==> src/rtl/id_ex_stage_if.sv <==
// ID -> EX handshake, decoded payload, EX-stage register outputs and stall statistics.
interface id_ex_stage_if;
  logic        id_valid;
  logic        id_ready;
  logic [31:0] id_pc;
  logic [31:0] id_rs1_data;
  logic [31:0] id_rs2_data;
  logic [31:0] id_imm;
  logic [4:0]  id_rs1;
  logic [4:0]  id_rs2;
  logic [4:0]  id_rd;
  logic        id_use_rs1;
  logic        id_use_rs2;
  logic [3:0]  id_alu_op;
  logic        id_reg_write;
  logic        id_mem_read;
  logic        id_mem_write;
  logic        id_mem_to_reg;
  logic        ex_ready;
  logic        flush;
  logic        ex_valid;
  logic [31:0] ex_pc;
  logic [31:0] ex_rs1_data;
  logic [31:0] ex_rs2_data;
  logic [31:0] ex_imm;
  logic [4:0]  ex_rs1;
  logic [4:0]  ex_rs2;
  logic [4:0]  ex_rd;
  logic [3:0]  ex_alu_op;
  logic        ex_reg_write;
  logic        ex_mem_read;
  logic        ex_mem_write;
  logic        ex_mem_to_reg;
  logic [15:0] load_use_stalls;

  modport master (
    output id_valid, id_pc, id_rs1_data, id_rs2_data, id_imm, id_rs1, id_rs2, id_rd,
           id_use_rs1, id_use_rs2, id_alu_op, id_reg_write, id_mem_read, id_mem_write,
           id_mem_to_reg, ex_ready, flush,
    input  id_ready, ex_valid, ex_pc, ex_rs1_data, ex_rs2_data, ex_imm, ex_rs1, ex_rs2,
           ex_rd, ex_alu_op, ex_reg_write, ex_mem_read, ex_mem_write, ex_mem_to_reg,
           load_use_stalls
  );

  modport slave (
    input  id_valid, id_pc, id_rs1_data, id_rs2_data, id_imm, id_rs1, id_rs2, id_rd,
           id_use_rs1, id_use_rs2, id_alu_op, id_reg_write, id_mem_read, id_mem_write,
           id_mem_to_reg, ex_ready, flush,
    output id_ready, ex_valid, ex_pc, ex_rs1_data, ex_rs2_data, ex_imm, ex_rs1, ex_rs2,
           ex_rd, ex_alu_op, ex_reg_write, ex_mem_read, ex_mem_write, ex_mem_to_reg,
           load_use_stalls
  );
endinterface

==> src/rtl/id_ex_stage.sv <==
// ID/EX pipeline register with load-use hazard detection and a saturating stall counter.
// 1-cycle latency; holds when ex_ready=0, refuses ID on flush, load-use hazard or a full EX slot.
module id_ex_stage (
  input  logic          clk,
  input  logic          rst,
  id_ex_stage_if.slave  bus
);
  typedef struct packed {
    logic [31:0] pc;
    logic [31:0] rs1_data;
    logic [31:0] rs2_data;
    logic [31:0] imm;
    logic [4:0]  rs1;
    logic [4:0]  rs2;
    logic [4:0]  rd;
    logic [3:0]  alu_op;
    logic        reg_write;
    logic        mem_read;
    logic        mem_write;
    logic        mem_to_reg;
  } ex_payload_t;

  localparam logic [15:0] STALL_MAX = 16'hFFFF;

  ex_payload_t id_d;
  ex_payload_t ex_q;
  logic        ex_valid_q;
  logic [15:0] stalls_q;
  logic        hz;
  logic        transfer;

  assign id_d = '{
    pc:         bus.id_pc,
    rs1_data:   bus.id_rs1_data,
    rs2_data:   bus.id_rs2_data,
    imm:        bus.id_imm,
    rs1:        bus.id_rs1,
    rs2:        bus.id_rs2,
    rd:         bus.id_rd,
    alu_op:     bus.id_alu_op,
    reg_write:  bus.id_reg_write,
    mem_read:   bus.id_mem_read,
    mem_write:  bus.id_mem_write,
    mem_to_reg: bus.id_mem_to_reg
  };

  // A load in EX whose result the ID instruction needs; x0 never carries a dependency.
  assign hz = ex_valid_q && ex_q.mem_read && (ex_q.rd != 5'd0) &&
              ((bus.id_use_rs1 && (bus.id_rs1 == ex_q.rd)) ||
               (bus.id_use_rs2 && (bus.id_rs2 == ex_q.rd)));

  assign bus.id_ready = !bus.flush && !hz && (!ex_valid_q || bus.ex_ready);
  assign transfer     = bus.id_valid && bus.id_ready;

  always_ff @(posedge clk) begin
    if (rst) begin
      ex_valid_q <= 1'b0;
      ex_q       <= '0;
      stalls_q   <= '0;
    end else begin
      if (bus.flush) begin
        ex_valid_q <= 1'b0;
      end else if (transfer) begin
        ex_valid_q <= 1'b1;
        ex_q       <= id_d;
      end else if (ex_valid_q && bus.ex_ready) begin
        ex_valid_q <= 1'b0;
      end

      if (bus.id_valid && hz && !bus.flush && (stalls_q != STALL_MAX)) begin
        stalls_q <= stalls_q + 16'd1;
      end
    end
  end

  assign bus.ex_valid        = ex_valid_q;
  assign bus.ex_pc           = ex_q.pc;
  assign bus.ex_rs1_data     = ex_q.rs1_data;
  assign bus.ex_rs2_data     = ex_q.rs2_data;
  assign bus.ex_imm          = ex_q.imm;
  assign bus.ex_rs1          = ex_q.rs1;
  assign bus.ex_rs2          = ex_q.rs2;
  assign bus.ex_rd           = ex_q.rd;
  assign bus.ex_alu_op       = ex_q.alu_op;
  // Bubbles must never look like writes to forwarding or write-enable logic downstream.
  assign bus.ex_reg_write    = ex_q.reg_write  && ex_valid_q;
  assign bus.ex_mem_read     = ex_q.mem_read   && ex_valid_q;
  assign bus.ex_mem_write    = ex_q.mem_write  && ex_valid_q;
  assign bus.ex_mem_to_reg   = ex_q.mem_to_reg && ex_valid_q;
  assign bus.load_use_stalls = stalls_q;
endmodule

==> src/flat_wrapper.sv <==
// flat-port wrapper written by rule: the top's interface ports become plain ports
module id_ex_stage_flat 
  (clk, rst, bus_id_valid, bus_id_pc, bus_id_rs1_data, bus_id_rs2_data, bus_id_imm, bus_id_rs1, bus_id_rs2, bus_id_rd, bus_id_use_rs1, bus_id_use_rs2, bus_id_alu_op, bus_id_reg_write, bus_id_mem_read, bus_id_mem_write, bus_id_mem_to_reg, bus_ex_ready, bus_flush, bus_id_ready, bus_ex_valid, bus_ex_pc, bus_ex_rs1_data, bus_ex_rs2_data, bus_ex_imm, bus_ex_rs1, bus_ex_rs2, bus_ex_rd, bus_ex_alu_op, bus_ex_reg_write, bus_ex_mem_read, bus_ex_mem_write, bus_ex_mem_to_reg, bus_load_use_stalls);
  id_ex_stage_if bus_i ();
  input  logic clk;
  input  logic rst;
  input wire logic [$bits(bus_i.id_valid)-1:0] bus_id_valid;
  input wire logic [$bits(bus_i.id_pc)-1:0] bus_id_pc;
  input wire logic [$bits(bus_i.id_rs1_data)-1:0] bus_id_rs1_data;
  input wire logic [$bits(bus_i.id_rs2_data)-1:0] bus_id_rs2_data;
  input wire logic [$bits(bus_i.id_imm)-1:0] bus_id_imm;
  input wire logic [$bits(bus_i.id_rs1)-1:0] bus_id_rs1;
  input wire logic [$bits(bus_i.id_rs2)-1:0] bus_id_rs2;
  input wire logic [$bits(bus_i.id_rd)-1:0] bus_id_rd;
  input wire logic [$bits(bus_i.id_use_rs1)-1:0] bus_id_use_rs1;
  input wire logic [$bits(bus_i.id_use_rs2)-1:0] bus_id_use_rs2;
  input wire logic [$bits(bus_i.id_alu_op)-1:0] bus_id_alu_op;
  input wire logic [$bits(bus_i.id_reg_write)-1:0] bus_id_reg_write;
  input wire logic [$bits(bus_i.id_mem_read)-1:0] bus_id_mem_read;
  input wire logic [$bits(bus_i.id_mem_write)-1:0] bus_id_mem_write;
  input wire logic [$bits(bus_i.id_mem_to_reg)-1:0] bus_id_mem_to_reg;
  input wire logic [$bits(bus_i.ex_ready)-1:0] bus_ex_ready;
  input wire logic [$bits(bus_i.flush)-1:0] bus_flush;
  output wire logic [$bits(bus_i.id_ready)-1:0] bus_id_ready;
  output wire logic [$bits(bus_i.ex_valid)-1:0] bus_ex_valid;
  output wire logic [$bits(bus_i.ex_pc)-1:0] bus_ex_pc;
  output wire logic [$bits(bus_i.ex_rs1_data)-1:0] bus_ex_rs1_data;
  output wire logic [$bits(bus_i.ex_rs2_data)-1:0] bus_ex_rs2_data;
  output wire logic [$bits(bus_i.ex_imm)-1:0] bus_ex_imm;
  output wire logic [$bits(bus_i.ex_rs1)-1:0] bus_ex_rs1;
  output wire logic [$bits(bus_i.ex_rs2)-1:0] bus_ex_rs2;
  output wire logic [$bits(bus_i.ex_rd)-1:0] bus_ex_rd;
  output wire logic [$bits(bus_i.ex_alu_op)-1:0] bus_ex_alu_op;
  output wire logic [$bits(bus_i.ex_reg_write)-1:0] bus_ex_reg_write;
  output wire logic [$bits(bus_i.ex_mem_read)-1:0] bus_ex_mem_read;
  output wire logic [$bits(bus_i.ex_mem_write)-1:0] bus_ex_mem_write;
  output wire logic [$bits(bus_i.ex_mem_to_reg)-1:0] bus_ex_mem_to_reg;
  output wire logic [$bits(bus_i.load_use_stalls)-1:0] bus_load_use_stalls;
  assign bus_i.id_valid = bus_id_valid;
  assign bus_i.id_pc = bus_id_pc;
  assign bus_i.id_rs1_data = bus_id_rs1_data;
  assign bus_i.id_rs2_data = bus_id_rs2_data;
  assign bus_i.id_imm = bus_id_imm;
  assign bus_i.id_rs1 = bus_id_rs1;
  assign bus_i.id_rs2 = bus_id_rs2;
  assign bus_i.id_rd = bus_id_rd;
  assign bus_i.id_use_rs1 = bus_id_use_rs1;
  assign bus_i.id_use_rs2 = bus_id_use_rs2;
  assign bus_i.id_alu_op = bus_id_alu_op;
  assign bus_i.id_reg_write = bus_id_reg_write;
  assign bus_i.id_mem_read = bus_id_mem_read;
  assign bus_i.id_mem_write = bus_id_mem_write;
  assign bus_i.id_mem_to_reg = bus_id_mem_to_reg;
  assign bus_i.ex_ready = bus_ex_ready;
  assign bus_i.flush = bus_flush;
  assign bus_id_ready = bus_i.id_ready;
  assign bus_ex_valid = bus_i.ex_valid;
  assign bus_ex_pc = bus_i.ex_pc;
  assign bus_ex_rs1_data = bus_i.ex_rs1_data;
  assign bus_ex_rs2_data = bus_i.ex_rs2_data;
  assign bus_ex_imm = bus_i.ex_imm;
  assign bus_ex_rs1 = bus_i.ex_rs1;
  assign bus_ex_rs2 = bus_i.ex_rs2;
  assign bus_ex_rd = bus_i.ex_rd;
  assign bus_ex_alu_op = bus_i.ex_alu_op;
  assign bus_ex_reg_write = bus_i.ex_reg_write;
  assign bus_ex_mem_read = bus_i.ex_mem_read;
  assign bus_ex_mem_write = bus_i.ex_mem_write;
  assign bus_ex_mem_to_reg = bus_i.ex_mem_to_reg;
  assign bus_load_use_stalls = bus_i.load_use_stalls;
  id_ex_stage u_core (.clk(clk), .rst(rst), .bus(bus_i));
endmodule
==> config.mk <==
export PLATFORM = sky130hd
export DESIGN_NAME = id_ex_stage_flat
export DESIGN_NICKNAME = d
export VERILOG_FILES = /design/src/rtl/id_ex_stage_if.sv /design/src/rtl/id_ex_stage.sv /design/src/flat_wrapper.sv
export SDC_FILE = /design/constraint.sdc
export NUM_CORES = 1
export LEC_CHECK = 0
export ABC_AREA = 1
export ABC_CLOCK_PERIOD_IN_PS = 1600
export CAP_MARGIN = 5
export CORE_MARGIN = 2
export CORE_UTILIZATION = 40
export DETAILED_ROUTE_END_ITERATION = 8
export PLACE_DENSITY = 0.77
export RECOVER_POWER = 50
export SETUP_SLACK_MARGIN = 0.1
export SLEW_MARGIN = 20
export SYNTH_ARGS = -nofsm -noshare
export SYNTH_HDL_FRONTEND = slang
export SYNTH_SLANG_ARGS = --single-unit
export TNS_END_PERCENT = 5
==> constraint.sdc <==
create_clock -name clk -period 1.6 [get_ports clk]
set_clock_uncertainty 0.1 [all_clocks]
set_input_delay 0.4 -clock clk [delete_from_list [all_inputs] [get_ports clk]]
set_output_delay 0.4 -clock clk [all_outputs]
set_load 0.05 [all_outputs]
* After elaboration in Yosys (flattened, before gate mapping)
Index checks and enable logic that the tools add are counted.
** Word-level totals
- Flip-flop bits (word level) :: 168
- Bits of input ports :: 158
- Output and inout port bits :: 169
- Logic and storage cells :: 45
** Cells by class
- Add/sub/neg operators :: 1
- Equal/unequal tests :: 3
- Muxes and demuxes :: 2
- Bitwise gates (word level) :: 1
- Reductions and logical operators :: 24
** Operators by type and width (count)
- adder 16 x 1 -> 16 bit, second input constant :: 1
- != test 16 bit, second input constant :: 1
- logical AND 1 bit :: 15
- == test 5 bit :: 2
- nonzero test 5 bit :: 1
- logical NOT 1 bit :: 3
- logical OR 1 bit :: 2
- 2-to-1 mux 1 bit :: 2
- AND reduction 2 bit :: 1
- nonzero test 2 bit :: 1
- OR reduction 2 bit :: 1
- inverter 1 bit :: 1

* Longest topological paths before layout
- Depth in word-level cells :: 9
- Mapped depth :: 13
- Depth with buffers taken out :: 11

* Worst setup path before layout
OpenSTA, ideal clock, no wires.
- Kind :: register -> output
- From :: reg u_core.ex_valid_q, in the netlist u_core.bus.ex_valid
- To :: out bus_id_ready
- Arrival :: 2.229 ns
- Required time :: 1.100 ns
- Path slack :: -1.129 ns
- Stages on the path, launching flop included :: 6
- Path through :: dfxtp_1 > nand2_1 > inv_1 > o21ai_1 > inv_1 > a21boi_0
** On the way
- Cells in the longest elaborated chain, start to end :: 6
- Elaborated cells on any way between the ends :: 8
** RTL lines
- from (decl) :: RTL line id_ex_stage.sv:27 : logic ex_valid_q;
- from (signal assigned) :: RTL line id_ex_stage.sv:57 : ex_valid_q <= 1'b0;
- from (signal assigned) :: RTL line id_ex_stage.sv:62 : ex_valid_q <= 1'b0;
- from (signal assigned) :: RTL line id_ex_stage.sv:64 : ex_valid_q <= 1'b1;
- logical AND 1 bit
- named net bus_ex_mem_read :: RTL line flat_wrapper.sv:35 : output wire logic [$bits(bus_i.ex_mem_read)-1:0] bus_ex_mem_read;
- logical AND 1 bit (2 in a row) :: RTL line id_ex_stage.sv:48 : assign hz = ex_valid_q && ex_q.mem_read && (ex_q.rd != 5'd0) &&
- logical NOT 1 bit :: RTL line id_ex_stage.sv:52 : assign bus.id_ready = !bus.flush && !hz && (!ex_valid_q || bus.ex_ready);
- logical AND 1 bit (2 in a row) :: RTL line id_ex_stage.sv:52
- to (decl) :: RTL line flat_wrapper.sv:24 : output wire logic [$bits(bus_i.id_ready)-1:0] bus_id_ready;
The timed path passes the listed nets, and every way through them passes these cells.

* Worst setup path after layout
- From :: reg u_core.ex_q (netlist bit u_core.bus.ex_rd[3])
- To :: out bus_id_ready
** On the way
- Cells in the longest elaborated chain, start to end :: 7
- Elaborated cells on any way between the ends :: 11
** RTL lines
- from (decl) :: RTL line id_ex_stage.sv:26 : ex_payload_t ex_q;
- from (signal assigned) :: RTL line id_ex_stage.sv:65 : ex_q <= id_d;
- == test 5 bit (on tied branches) :: RTL line id_ex_stage.sv:49, id_ex_stage.sv:50
- logical AND 1 bit (on tied branches) :: RTL line id_ex_stage.sv:49, id_ex_stage.sv:50
- logical OR 1 bit :: RTL line id_ex_stage.sv:49 : ((bus.id_use_rs1 && (bus.id_rs1 == ex_q.rd)) ||
- logical AND 1 bit * :: RTL line id_ex_stage.sv:48
- logical NOT 1 bit * :: RTL line id_ex_stage.sv:52
- logical AND 1 bit * (2 in a row) :: RTL line id_ex_stage.sv:52
Mark *: on every way between the ends. The rest lies on a longest branch, timed or not.

==> results.ini <==
[status]
violations = negative setup slack
status = complete, but fails checks

[setup_path]
worstPathRequired_ps = 1100
r2r-start = u_core.bus.ex_rd[3]
startpoint_type = flip-flop
crit_fanout = 5
criticalPathCategory = reg2out
startpoint = u_core.bus.ex_rd[3]
end_kind = primary output
critPathArrivalTime_ps = 1640

[timing]
setup_viol = 175
slew_violations = 0
rsz0062_at_grt = yes
post-route-period-util = 1.339
hold_viol_final = 0
fmax_mhz = 466.9
worst_slew_pin_slew_ps = 300.4
min_period_ps = 2142
max_slew_margin = 0.7990
finalWorstSetupSlack_ps = -541.9
hold_ws_ps = 270.5

[synth]
synthCells = 1304
synth_most_common_cell = nand2_1
async_reset_ff_frac = 0
yosysTopAreaCell = dfxtp_1
syn_nets = 1463
synth_flop_cell = dfxtp_1
ys_types = 24
postSynthAreaPerCell_um2 = 6.473
ys_seq_elements = 168
yosys-top-cells-count = nand2_1 (378), nor2_1 (325), buf_4 (171)
synth_edf_count = 0
synthTopCellsByArea = dfxtp_1 (40%), nand2_1 (17%), buf_4 (15%)
yosysWarningCount = 0
syn_area_mm2 = 0.008441
ys_seq_area_frac = 0.3985
synth_top_area_frac = 0.3985

[die]
start_util = 0.4041
die_h_um = 149.3
io_pins = 327
fp.dieW_um = 149.3
dieArea_mm2 = 0.02228
rows = 53
core_mm2 = 0.02089

[clock_network]
cts_made_buffers = 17
clock-sinks = 168
cts_tree = done
clk_pin_slew_ps = 70
clock-root-buffer = clkbuf_16
insertion_delay_ps = 420
cts_buffer_depth = 2
htreeDepth = 4

[grt]
met1_usage = 0.2525
grt_max_degree = 33
gr-usage-met2 = 0.4286
first_global_vias = 8211
grt.total_usage = 0.2293
gr-total-overflow = 0
grt_most_used_layer = met2
met3_usage = 0.05474
grt_first_pass_wirelength_mm = 40.51
antenna_found_initial = 0

[job]
drv_cap = 0

[min_path]
hp-class = in2reg
min_from = bus_id_rs2[3]

[drt]
ant_nets = 0
firstDrtPassIters = 4
drc = 0
viasPerCell = 4.515
drt-total-wl_mm = 27.98
post_drt_wl_per_cell_um = 15.10
drt_iter0_markers = 293
vias = 8366

[pwr]
peakVddDrop_uv = 666.0
p_per_area_mw_per_mm2 = 889.5
power_mw = 12.47
leakagePower_nw = 6.872

[placed_design]
dp_hpwl_mm = 18.44
port_buffers = 326
gp_congestion = 0.8789
place_ws_ps = -701.9

[layout]
syn_to_final_growth_pct = 66.02
fillers = 1541
layout.nets = 1724
final_layout_size_suffix_gt1_frac = 0.3067
diodes = 0

## what timing repair did
| item | 4_1_cts | 5_1_grt |
|---|---|---|
| pin swaps | 16 | 29 |
| setup endpoints to repair | 191 | 244 |
| setup buffers | 12 | 6 |
| resized for setup | 136 | 120 |
| hold buffers | 0 | 0 |
| gates cloned | 11 | 6 |
## through the flow
stage                       util  instance area [µm²]  TNS [ps]  std cells
after floorplan                -                 8536    -21060       1304
after global placement    0.6320                13200   -104760       1786
after detailed placement  0.6320                13200   -110930       1786
final                     0.6709                14010    -36190       1853
after CTS                 0.7000                14620    -30830       1841
after global routing      0.6709                14010    -52660       1853
## where the power goes
group	switching (mW)	internal, mW	leakage (nW)
sequential	0.209	4.44	1.40
clock	1.87	2.55	0.306
combinational	1.89	1.51	5.17
total	3.96	8.50	6.87
## metal layers
layer  vias to the layer above  routed length (µm)
met5                         -                   0
met4                         0                 752
met3                        54                1528
met2                       275               15180
met1                      3876               10520
li1                       4161                   -
## critical path: stages, from the launching register on
cell and delay [ps]:
dfxtp_4 370, inv_4 70, nand2_1 50, nand2_1 100
nor2_2 50, nand3_1 70, nand2_2 70, buf_6 120
a21boi_4 160, buf_12 150
## state kept, by name (all words and copies together), names as in the netlist
signal and count:
u_core.bus.ex_imm 32, u_core.bus.ex_rd 5, u_core.bus.ex_rs2_data 32, u_core.bus.ex_alu_op 4, u_core.ex_q 4, u_core.bus.ex_rs1 5
u_core.bus.ex_rs2 5, u_core.bus.ex_valid 1, u_core.bus.load_use_stalls 16, u_core.bus.ex_rs1_data 32, u_core.bus.ex_pc 32
## cell families after synthesis
group / count (synthesis) / synth area share
AOI/OAI and AO/OA: 20 / 0.01215
xor gates and xnor gates: 13 / 0.01349
adders and majority gates: 1 / 0.001482
buffers and inverters: 375 / 0.2444
DFF: 168 / 0.3985
and+or+nand+nor: 727 / 0.3300
## worst paths after layout
kind | depth (start not counted) | slack, ps | to
max | 9 | -540 | bus_id_ready
min | 3 | 270 | u_core.bus.ex_rs2[3]
max reg2reg | 14 | -350 | u_core.bus.ex_rs1_data[18]
min reg2reg | 4 | 400 | u_core.bus.ex_rs2_data[9]
## layout make-up
cell class / instances / area, µm² / area share
Timing Repair Buffer: 442 / 5444 / 0.3885
Tap cell: 275 / 344.1 / 0.02455
Sequential cell: 168 / 3413 / 0.2436
Inverter: 175 / 673.1 / 0.04804
Multi-Input combinational cell: 761 / 3513 / 0.2507
Clock buffer: 18 / 439.2 / 0.03134
Clock inverter: 14 / 186.4 / 0.01330
## layout by cell type (no fill, tap or decap), drive strengths merged
master         netlist  routed
ha                   1       1
buf                187     260
dfxtp              168     168
o21ai                2       2
nand3               10      10
a21boi               1       1
dlygate4sd2          0      10
nor2               326     326
nand4                5       5
clkinv               0       4
nand2              380     380
clkbuf              13      43
a21oi               17      17
nor3                 4       4
or2                  1       1
inv                175     180
bufinv               0       3
xnor2                6       6
xor2                 7       7
clkdlybuf4s50        0     147
nand3b               1       1
clkinvlp             0       2
Power figures use the tool's default switching activity.
